--- config.mk ---
export PLATFORM = sky130hd
export DESIGN_NAME = bvh_trav_ctrl
export DESIGN_NICKNAME = d
export VERILOG_FILES = /design/src/rtl/rt_pkg.sv /design/src/rtl/trav_stack.sv /design/src/rtl/bvh_trav_ctrl.sv
export SDC_FILE = /design/constraint.sdc
export NUM_CORES = 1
export LEC_CHECK = 0
export BUFFER_PORTS_ARGS = -buffer_cell sky130_fd_sc_hd__buf_4
export CORE_AREA = 5 5 367 369
export CTS_CLUSTER_SIZE = 16
export DETAILED_ROUTE_END_ITERATION = 7
export DIE_AREA = 0 0 372 374
export PLACE_DENSITY = 0.42
export SYNTH_ARGS = -nofsm -noshare
export SYNTH_HDL_FRONTEND = slang
export SYNTH_SLANG_ARGS = --single-unit
--- constraint.sdc ---
create_clock -name clk -period 3.08 [get_ports clk]
set_clock_uncertainty 0.1 [all_clocks]
set_input_delay 0.154 -clock clk [delete_from_list [all_inputs] [get_ports clk]]
set_output_delay 0.154 -clock clk [all_outputs]
set_load 0.1 [all_outputs]
--- src/rtl/rt_pkg.sv ---
// Shared types and constants for the ray-tracing core.
//   - Q16.16 fixed-point constants
//   - node-record layout (as a packed struct plus explicit bit offsets)
//   - traversal FSM state enum
//   - packed 3-component vector type
//   - saturating 16-bit increment helper
package rt_pkg;

    localparam int W   = 32;    // Q16.16 word
    localparam int NW  = 10;    // node index width
    localparam int IDW = 8;     // ray id width

    localparam logic [W-1:0] Q_ONE = 32'h0001_0000;

    // Node record: {leaf, c1, c0, bmax{z,y,x}, bmin{z,y,x}}
    localparam int NODE_W   = 6*W + 1 + 2*NW;
    localparam int BMIN_LSB = 0;
    localparam int BMAX_LSB = 3*W;
    localparam int C0_LSB   = 6*W;
    localparam int C1_LSB   = 6*W + NW;
    localparam int LEAF_BIT = 6*W + 2*NW;

    typedef struct packed {
        logic [W-1:0] z;
        logic [W-1:0] y;
        logic [W-1:0] x;
    } vec3_t;

    typedef struct packed {
        logic          leaf;
        logic [NW-1:0] c1;
        logic [NW-1:0] c0;
        vec3_t         bmax;
        vec3_t         bmin;
    } node_t;

    typedef enum logic [3:0] {
        ST_IDLE   = 4'd0,
        ST_FETCH  = 4'd1,
        ST_RDWAIT = 4'd2,
        ST_TEST   = 4'd3,
        ST_WAIT   = 4'd4,
        ST_DECIDE = 4'd5,
        ST_EMIT   = 4'd6,
        ST_POP    = 4'd7,
        ST_DONE   = 4'd8
    } trav_state_e;

    function automatic logic [15:0] sat_inc16(input logic [15:0] v);
        return (v == 16'hFFFF) ? v : v + 16'd1;
    endfunction

endpackage

--- src/rtl/trav_stack.sv ---
// LIFO of node indices for BVH traversal.
// Ports:
//   clk, rst        clock, synchronous active-high reset (empties the stack)
//   push, push_data push request; dropped when the stack is full
//   pop             pop request; ignored when empty
//   top             entry at the top of the stack (valid when !empty)
//   empty           no entries
//   ovf             one-cycle pulse, registered, after a dropped push
module trav_stack
    import rt_pkg::*;
#(
    parameter int DEPTH = 16,
    parameter int DW    = NW
) (
    input  logic          clk,
    input  logic          rst,
    input  logic          push,
    input  logic [DW-1:0] push_data,
    input  logic          pop,
    output logic [DW-1:0] top,
    output logic          empty,
    output logic          ovf
);

    localparam int AW  = (DEPTH > 1) ? $clog2(DEPTH) : 1;
    localparam int SPW = $clog2(DEPTH + 1);

    logic [DW-1:0]  mem_r [DEPTH];
    logic [SPW-1:0] sp_r;
    logic           ovf_r;
    logic           full_s;
    logic           do_pop_s;
    logic           do_push_s;

    assign empty     = (sp_r == SPW'(0));
    assign full_s    = (sp_r == SPW'(DEPTH));
    assign do_pop_s  = pop && !empty;
    assign do_push_s = push && !full_s && !do_pop_s;
    // Low pointer bits minus one wraps correctly even when sp == DEPTH.
    assign top       = mem_r[sp_r[AW-1:0] - AW'(1)];
    assign ovf       = ovf_r;

    // Stack pointer and overflow pulse
    always_ff @(posedge clk) begin
        if (rst) begin
            sp_r  <= '0;
            ovf_r <= 1'b0;
        end else begin
            ovf_r <= push && full_s;
            if (do_pop_s) begin
                sp_r <= sp_r - SPW'(1);
            end else if (do_push_s) begin
                sp_r <= sp_r + SPW'(1);
            end else begin
                sp_r <= sp_r;
            end
        end
    end

    // Entry storage (contents need no reset; sp qualifies them)
    always_ff @(posedge clk) begin
        if (do_push_s) begin
            mem_r[sp_r[AW-1:0]] <= push_data;
        end
    end

endmodule

--- src/rtl/bvh_trav_ctrl.sv ---
// Per-ray BVH traversal controller. Takes one ray, walks the node table
// depth-first (c0 first, c1 deferred on a stack), issues one box test at a
// time to the AABB intersector, emits leaf candidates and a completion record.
// Ports:
//   clk, rst                          clock, synchronous active-high reset
//   ray_valid/ray_ready, ray_*        ray offer; ready only when idle
//   node_rd_en/addr/data              node table read, data one cycle later
//   aabb_valid_in, aabb_o/inv/bmin/bmax  box test request and operands
//   aabb_hit, aabb_t_near             result, sampled AABB_LAT cycles after request
//   leaf_valid/ready, leaf_*          leaf candidate handshake
//   done_valid, done_ray_id, done_tests  one-cycle completion record
//   stack_ovf                         sticky, cleared only by rst
module bvh_trav_ctrl
    import rt_pkg::*;
#(
    parameter int STACK_DEPTH = 16,
    parameter int AABB_LAT    = 4
) (
    input  logic              clk,
    input  logic              rst,
    input  logic              ray_valid,
    output logic              ray_ready,
    input  logic [IDW-1:0]    ray_id,
    input  logic [3*W-1:0]    ray_o,
    input  logic [3*W-1:0]    ray_inv,
    input  logic [W-1:0]      ray_tmax,
    output logic              node_rd_en,
    output logic [NW-1:0]     node_rd_addr,
    input  logic [NODE_W-1:0] node_rd_data,
    output logic              aabb_valid_in,
    output logic [3*W-1:0]    aabb_o,
    output logic [3*W-1:0]    aabb_inv,
    output logic [3*W-1:0]    aabb_bmin,
    output logic [3*W-1:0]    aabb_bmax,
    input  logic              aabb_hit,
    input  logic [W-1:0]      aabb_t_near,
    output logic              leaf_valid,
    input  logic              leaf_ready,
    output logic [NW-1:0]     leaf_prim,
    output logic [W-1:0]      leaf_t,
    output logic [IDW-1:0]    leaf_ray_id,
    output logic              done_valid,
    output logic [IDW-1:0]    done_ray_id,
    output logic [15:0]       done_tests,
    output logic              stack_ovf
);

    localparam int LATW = (AABB_LAT > 1) ? $clog2(AABB_LAT) : 1;

    trav_state_e     state_r, state_s;
    logic [IDW-1:0]  ray_id_r;
    vec3_t           ray_o_r, ray_inv_r;
    logic [W-1:0]    ray_tmax_r;
    node_t           node_r;
    logic [NW-1:0]   cur_r;
    logic [15:0]     tests_r;
    logic [LATW-1:0] wait_cnt_r;
    logic            hit_r;
    logic [W-1:0]    t_r;
    logic            ray_ready_r, node_rd_en_r, aabb_valid_r;
    logic            leaf_valid_r, done_valid_r, stack_ovf_r;
    logic            push_s, pop_s, empty_s, ovf_s;
    logic [NW-1:0]   top_s;

    trav_stack #(.DEPTH(STACK_DEPTH), .DW(NW)) u_stack (
        .clk       (clk),
        .rst       (rst),
        .push      (push_s),
        .push_data (node_r.c1),
        .pop       (pop_s),
        .top       (top_s),
        .empty     (empty_s),
        .ovf       (ovf_s)
    );

    // Next-state and stack control
    always_comb begin
        state_s = state_r;
        push_s  = 1'b0;
        pop_s   = 1'b0;
        case (state_r)
            ST_IDLE: begin
                if (ray_valid && ray_ready_r) begin
                    state_s = ST_FETCH;
                end else begin
                    state_s = ST_IDLE;
                end
            end
            ST_FETCH:  state_s = ST_RDWAIT;
            ST_RDWAIT: state_s = ST_TEST;
            ST_TEST:   state_s = ST_WAIT;
            ST_WAIT: begin
                if (wait_cnt_r == LATW'(0)) begin
                    state_s = ST_DECIDE;
                end else begin
                    state_s = ST_WAIT;
                end
            end
            ST_DECIDE: begin
                if (hit_r && node_r.leaf) begin
                    state_s = ST_EMIT;
                end else if (hit_r) begin
                    // Defer c1; a full stack drops it and we still descend c0.
                    push_s  = 1'b1;
                    state_s = ST_FETCH;
                end else begin
                    state_s = ST_POP;
                end
            end
            ST_EMIT: begin
                if (leaf_ready) begin
                    state_s = ST_POP;
                end else begin
                    state_s = ST_EMIT;
                end
            end
            ST_POP: begin
                if (!empty_s) begin
                    pop_s   = 1'b1;
                    state_s = ST_FETCH;
                end else begin
                    state_s = ST_DONE;
                end
            end
            ST_DONE: state_s = ST_IDLE;
            default: state_s = ST_IDLE;
        endcase
    end

    // State register, registered strobes, and traversal datapath
    always_ff @(posedge clk) begin
        if (rst) begin
            state_r      <= ST_IDLE;
            ray_ready_r  <= 1'b1;
            node_rd_en_r <= 1'b0;
            aabb_valid_r <= 1'b0;
            leaf_valid_r <= 1'b0;
            done_valid_r <= 1'b0;
            stack_ovf_r  <= 1'b0;
            ray_id_r     <= '0;
            ray_o_r      <= '0;
            ray_inv_r    <= '0;
            ray_tmax_r   <= '0;
            node_r       <= '0;
            cur_r        <= '0;
            tests_r      <= 16'd0;
            wait_cnt_r   <= '0;
            hit_r        <= 1'b0;
            t_r          <= '0;
        end else begin
            state_r      <= state_s;
            // Strobes track the state being entered so they align with it.
            ray_ready_r  <= (state_s == ST_IDLE);
            node_rd_en_r <= (state_s == ST_FETCH);
            aabb_valid_r <= (state_s == ST_TEST);
            leaf_valid_r <= (state_s == ST_EMIT);
            done_valid_r <= (state_s == ST_DONE);
            stack_ovf_r  <= stack_ovf_r | ovf_s;
            case (state_r)
                ST_IDLE: begin
                    if (ray_valid && ray_ready_r) begin
                        ray_id_r   <= ray_id;
                        ray_o_r    <= ray_o;
                        ray_inv_r  <= ray_inv;
                        ray_tmax_r <= ray_tmax;
                        cur_r      <= '0;
                        tests_r    <= 16'd0;
                    end
                end
                ST_RDWAIT: node_r <= node_t'(node_rd_data);
                ST_TEST: begin
                    tests_r    <= sat_inc16(tests_r);
                    wait_cnt_r <= LATW'(AABB_LAT - 1);
                end
                ST_WAIT: begin
                    if (wait_cnt_r == LATW'(0)) begin
                        hit_r <= aabb_hit && ($signed(aabb_t_near) <= $signed(ray_tmax_r));
                        t_r   <= aabb_t_near;
                    end else begin
                        wait_cnt_r <= wait_cnt_r - LATW'(1);
                    end
                end
                ST_DECIDE: begin
                    if (hit_r && !node_r.leaf) begin
                        cur_r <= node_r.c0;
                    end
                end
                ST_POP: begin
                    if (!empty_s) begin
                        cur_r <= top_s;
                    end
                end
                default: ;
            endcase
        end
    end

    assign ray_ready     = ray_ready_r;
    assign node_rd_en    = node_rd_en_r;
    assign node_rd_addr  = cur_r;
    assign aabb_valid_in = aabb_valid_r;
    assign aabb_o        = ray_o_r;
    assign aabb_inv      = ray_inv_r;
    assign aabb_bmin     = node_r.bmin;
    assign aabb_bmax     = node_r.bmax;
    assign leaf_valid    = leaf_valid_r;
    assign leaf_prim     = node_r.c0;
    assign leaf_t        = t_r;
    assign leaf_ray_id   = ray_id_r;
    assign done_valid    = done_valid_r;
    assign done_ray_id   = ray_id_r;
    assign done_tests    = tests_r;
    assign stack_ovf     = stack_ovf_r;

endmodule

==> results_dict.tcl, run 1 <==
set metrics [dict create \
    grt_pass1_vias 25400 \
    r2r_slack_ps 260 \
    grt_pass1_wl_um 172000 \
    die_h_um 374 \
    hold_ws_ps 107 \
    critical_path.cell_chain "nor2_2 > and4_4 > buf_12 > buf_4 > nand2_1 > a21oi_1 > dlygate4sd3_1" \
    cp_slowest_stage_delay_ps 650 \
    grt_max_degree 100 \
    synth_edf_count 160 \
    htreeDepth 3 \
    hp-class "in -> reg" \
    synth_top_flop_cell "dfxtp_1" \
    drive_gt1_share_pct 28.8 \
    fin_area_um2 42900 \
    crit_start "state_r[2]" \
    postCtsResizedCells 0 \
    arrival_ps 3320 \
    rsz0062_at_grt "no" \
    worstSetupEndpoint "aabb_o[75]" \
    clk_pin_slew_worst_paths_ps 60 \
    end_kind "register" \
    post_dp_cell_area_um2 34900 \
    max_freq_mhz 355 \
    tightest_slew_ps 741 \
    worstPathMaxFanout 31 \
    die_x_um 372 \
    max-cap-violations 0 \
    ir_worst_vdd_mv 0.428 \
    multi_input_area_um2 9350 \
    fillers 13700 \
    post-cts-setup-buffer-count 0 \
    cts-buffers-inserted 85 \
    status "finished, final reports clean" \
    drt-total-wl_um 121000 \
    powerDensity_nw_per_um2 747 \
    netlist_instances 2973 \
    fin_util_pct 32.8 \
    io_buffers 955 \
    drt_iter0_markers 1325 \
    drv_slew 0 \
    synthesis.nets 3498 \
    clkSinkCount 682 \
    cts_tree "yes" \
    r2r_start "state_r[2]" \
    maxSlewHeadroom_pct 50.1 \
    rows 133 \
    antenna_found_initial 22 \
    seqCellArea_um2 15300 \
    wl_met1_um 49600 \
    initial_core_util_pct 20.8 \
    routedWlPerCell_um 20.1 \
    layout_min_cycle_time_ps 2820 \
    fin_nets 4732 \
    ys_seq_elements 682 \
    met3_length_um 10600 \
    leakage_nw 17.2 \
    clockRootBuffer "clkbuf_16" \
    worstSkewPairLatency_ps 680 \
    top_layer_used "met4" \
    die-area_um2 139000 \
    ff2ff_path_depth 7 \
    dp_hpwl_um 90100 \
    cts_buffer_depth 3 \
    fin_setup_tns_ps 0 \
    area_delta_synth_final_pct 58.2 \
    drt_first_pass_iters 5 \
    syn_area_um2 27100 \
    finalPower_mw 32.1 \
    timing.rr.end "aabb_o[75]" \
    place.gp.congestion 0.847 \
    cp-start-kind "register" \
    io_pins 956 \
    hold_viol_final 0 \
    wl_met2_um 57600 \
    ys_warn_count 0 \
    drc 0 \
    vias_per_cell 4.11 \
    syn_area_per_cell_um2 9.13 \
    vias 24800 \
    post-route-period-util_pct 91.4 \
    slowest_stage "and4_4" \
    synth.distinct_cells 56 \
    ys_seq_area_share_pct 56.2 \
    setup_viol 0 \
    core_area_um2 131000 \
    critical_path_required_ps 3580 \
    drt.antenna.violating_nets 0 \
    path_class "reg -> reg" \
    async_flop_share_pct 0 \
    grt_usage_pct 16.5 \
    grt_overflow_total 0 \
]
==> per-layer routing <==
metal,vias up,GRT usage [%]
met2,798,27.6
met5,-,0
met4,0,5.01
met1,11700,20.1
met3,159,5.65
li1,12100,-
==> state kept, by name, indices dropped and copies added, names as in the netlist, 10 cells and up <==
name,cells
node_rd_addr,10
aabb_bmax,96
aabb_o,96
leaf_t,32
done_tests,16
ray_tmax_r,32
aabb_inv,96
aabb_bmin,96
leaf_prim,10
u_stack.mem_r,160
node_r,11
==> stage by stage <==
stage	cells	setup slack, ps
finish	6044	264
global route	6043	27.2
CTS	6030	216
detailed placement	5361	409
global placement	5361	379
floorplan	2973	388
==> power breakdown <==
group | total (mW) | internal, mW | switching [mW]
Sequential | 10.7 | 10.0 | 0.614
Clock | 10.1 | 5.82 | 4.24
Combinational | 11.4 | 2.77 | 8.61
Total | 32.1 | 18.6 | 13.5
==> kinds of logic (layout without fill, tap and decap cells) <==
group,after synthesis,in the layout,share of synthesized area [%]
AO/OA/AOI/OAI,554,554,11.0
XOR/XNOR,23,23,0.742
adder cells (fa/ha/maj),43,43,2.01
buffers and inverters,440,1742,9.43
flip-flops,682,682,56.2
multiplexers,41,41,3.36
other,0,14,0
AND/OR/NAND/NOR,1190,1190,17.3
==> critical path: cells and delay by family (launching register included) <==
family          cells  cell delay [ps]
buf+inv             3             1060
compound gates      1              110
flops               1              440
simple gates        3             1020
==> how the worst min path moves through the flow <==
| stage | slack, ps | startpoint | endpoint | cells after the start |
|---|---|---|---|---|
| after global placement | 300 | node_rd_data[194] | leaf_prim[2] | 3 |
| final | 110 | ray_valid | aabb_inv[43] | 4 |
| after CTS | 40 | ray_valid | aabb_inv[46] | 4 |
| after detailed placement | 310 | ray_o[73] | aabb_o[73] | 3 |
| after floorplan | 190 | node_rd_data[96] | aabb_bmax[0] | 2 |
| after global routing | 80 | ray_valid | aabb_inv[43] | 4 |
==> layout by cell type, fill, tap and decap left out, types with 9 or more instances in the layout <==
cell type / n
nor2_1: 60
mux4_2: 40
diode_2: 14
nand4_1: 9
ha_1: 42
edfxtp_1: 160
dfxtp_1: 521
inv_1: 41
buf_12: 19
clkbuf_1: 17
buf_4: 1012
a21oi_1: 498
nand2_1: 1028
nor3_1: 10
clkinv_2: 11
a311oi_1: 10
nand3_1: 45
xnor2_1: 18
dlygate4sd3_1: 514
clkbuf_16: 85
clkbuf_8: 14
o21ai_0: 9
==> cell usage after synthesis, types with 18 or more instances <==
cell / number / area share [%]
mux4_2: 40 / 3.3
nor2_1: 60 / 0.83
inv_1: 41 / 0.57
nand2_1: 1029 / 14
buf_4: 216 / 6.0
dfxtp_1: 522 / 38
clkbuf_1: 105 / 1.5
xnor2_1: 18 / 0.58
nand3_1: 46 / 0.85
edfxtp_1: 160 / 18
a21oi_1: 498 / 9.2
buf_2: 67 / 1.2
ha_1: 42 / 1.9
==> repair_timing <==
action / 4_1_cts / 5_1_grt
hold endpoints to repair: 489 / 0
endpoints found under the setup margin: 0 / 0
hold buffers: 514 / 0
==> layout make-up <==
| class | count | share of cell area [%] |
|---|---|---|
| Tap cell | 1755 | 5.11 |
| Timing Repair Buffer | 1546 | 30.6 |
| Inverter | 41 | 0.358 |
| Multi-Input combinational cell | 1851 | 21.8 |
| Antenna cell | 14 | 0.0816 |
| Sequential cell | 682 | 35.5 |
| Clock inverter | 39 | 1.01 |
| Clock buffer | 116 | 5.55 |
Power figures use the tool's default switching activity.
==> run 2: changes to the inputs <==
--- a/config.mk
+++ b/config.mk
@@ -5,7 +5,7 @@
 export SDC_FILE = /design/constraint.sdc
 export NUM_CORES = 1
 export LEC_CHECK = 0
-export BUFFER_PORTS_ARGS = -buffer_cell sky130_fd_sc_hd__buf_4
+export BUFFER_PORTS_ARGS = -buffer_cell sky130_fd_sc_hd__buf_2
 export CORE_AREA = 5 5 367 369
 export CTS_CLUSTER_SIZE = 16
 export DETAILED_ROUTE_END_ITERATION = 7
==> run 2 against run 1 <==
  * Sequential share of layout area up 2.0 points
  * Final area down 5.4%
  * Clock-buffer cell count up 9
  * Die area unchanged
  * Combinational power down 6%
  * Critical path depth unchanged
  * Largest cell class unchanged
  * Highest routed layer is now met5
==> results_dict.tcl, run 2 (same netlist as run 1, synthesis figures left out) <==
set metrics [dict create \
    grt_usage_pct 16.0 \
    drv_slew 0 \
    grt_pass1_vias 25300 \
    vias_per_cell 4.13 \
    cts_tree "yes" \
    drt-total-wl_um 119000 \
    place.gp.congestion 0.857 \
    clk_pin_slew_worst_paths_ps 70 \
    layout_commonest_cell "nand2_1" \
    r2r_slack_ps 230 \
    max_freq_mhz 350 \
    layout_common_cells "1028 x nand2_1, 954 x buf_2, 526 x dlygate4sd3_1, 521 x dfxtp_1, 498 x a21oi_1" \
    p_sw_mw 13.3 \
    p_int_mw 18.0 \
    grt_max_degree 102 \
    dp.cells 5352 \
    cp_slowest_stage_delay_ps 650 \
    multi_input_area_um2 9370 \
    cp-start-kind "register" \
    drt_iter0_markers 1483 \
    antenna_found_initial 19 \
    rows 133 \
    timing.rr.end "aabb_inv[51]" \
    slowest_stage "dfxtp_1" \
    path_class "reg -> reg" \
    ir_worst_vdd_mv 0.444 \
    setup_viol 0 \
    worstPathMaxFanout 89 \
    leakage_nw 16.8 \
    drc 0 \
    tightest_slew_ps 759 \
    holdPathStages 4 \
    clockRootBuffer "clkbuf_16" \
    drive_gt1_share_pct 28.6 \
    hold_viol_final 0 \
    initial_core_util_pct 20.8 \
    grt_overflow_total 0 \
    fin_cells 6045 \
    io_buffers 955 \
    maxSlewHeadroom_pct 49.4 \
    htreeDepth 3 \
    p_seq_share_pct 34.0 \
    cp.buffers_inverters 3 \
    min_from "ray_valid" \
    critical_path.cell_chain "nor2_4 > nand4_1 > buf_12 > buf_12 > nand2_1 > a21oi_1 > dlygate4sd3_1" \
    end_kind "register" \
    die_x_um 372 \
    fin_setup_tns_ps 0 \
    post-route-period-util_pct 92.6 \
    drt_first_pass_iters 5 \
    critical_path.most_common_cell "buf_12" \
    cts_buffer_depth 3 \
    die-area_um2 139000 \
    path_delay_family "buffers and inverters" \
    status "finished, final reports clean" \
    hp-class "in -> reg" \
    p_clk_share_pct 31.6 \
    arrival_ps 3370 \
    seqCellArea_um2 15300 \
    power_switching_share_pct 42.5 \
    cts-buffers-inserted 83 \
    drt.antenna.violating_nets 0 \
    area_delta_synth_final_pct 49.6 \
    dp_hpwl_um 87200 \
    rsz0062_at_grt "no" \
    layout_min_cycle_time_ps 2850 \
    critical_path_required_ps 3600 \
    fillers 14000 \
    r2r_start "state_r[1]" \
    grt_pass1_wl_um 168000 \
    max-cap-violations 0 \
    hold_path_end "ray_tmax_r[23]" \
    fin_nets 4739 \
    io_pins 956 \
    powerDensity_nw_per_um2 770 \
    ff2ff_path_depth 7 \
    clkSinkCount 682 \
    power.share.combinational_pct 34.4 \
    vias 25000 \
    worstSkewPairLatency_ps 670 \
    core_area_um2 131000 \
    die_h_um 374 \
    largest_reg_flops 160 \
    routedWlPerCell_um 19.7 \
]
-- run 2: cell type report --
class | instances | share of cell area [%]
diodes | 8 | 0.0493
clock buffers | 125 | 5.97
clock inverters | 28 | 0.860
inverters | 41 | 0.379
multi-input cells | 1852 | 23.1
flip-flops and latches | 682 | 37.6
well taps | 1755 | 5.41
repair buffers | 1554 | 26.7
-- run 2: through the flow --
step	power [mW]	utilization (%)	hold slack, ps	setup slack (ps)	area (um^2)
after floorplan	18.9	-	190	388	27100
after global placement	20.9	24.8	294	396	32500
after detailed placement	21.0	24.8	300	417	32500
after CTS	31.7	31.0	41.0	97.8	40500
after global routing	32.7	31.0	103	1.28	40600
final	31.3	31.0	117	227	40600
-- run 2: worst register-to-register path, stage by stage, from the launching register on --
cell           delay (ps)
dfxtp_1               650
nor2_4                160
nand4_1               210
buf_12                350
buf_12                440
nand2_1               190
a21oi_1               150
dlygate4sd3_1         550
-- run 2: repair_timing --
action,CTS,global route
gates resized for setup,0,4
setup endpoints to repair,0,20
setup buffers,0,5
hold buffers,526,0
hold endpoints to repair,491,0
-- run 2: worst max path at each step --
stage,startpoint,endpoint,slack (ps),cells after the start
2_1_floorplan,u_stack.sp_r[0],u_stack.sp_r[4],390,13
3_3_place_gp,u_stack.sp_r[1],u_stack.sp_r[4],400,12
3_5_place_dp,u_stack.sp_r[1],u_stack.sp_r[4],420,11
4_1_cts,state_r[1],aabb_o[12],100,6
5_1_grt,state_r[1],aabb_inv[75],1,7
6_report,state_r[1],aabb_inv[51],230,7
-- run 2: power groups by stage --
stage	logic [mW]	registers (mW)	clock network, mW
floorplan	5.00	13.9	0
global route	11.3	10.7	10.6
detailed placement	10.2	10.8	0
finish	10.7	10.6	9.89
CTS	10.8	10.6	10.3
global placement	10.2	10.8	0
-- run 2: layer usage --
layer / vias to the layer above / GRT usage (%) / wire length [um]
met2: 817 / 27.2 / 56800
met4: 2 / 4.25 / 3060
met3: 162 / 5.43 / 9900
li1: 12200 / - / -
met1: 11800 / 19.4 / 49300
met5: - / 0 / 9
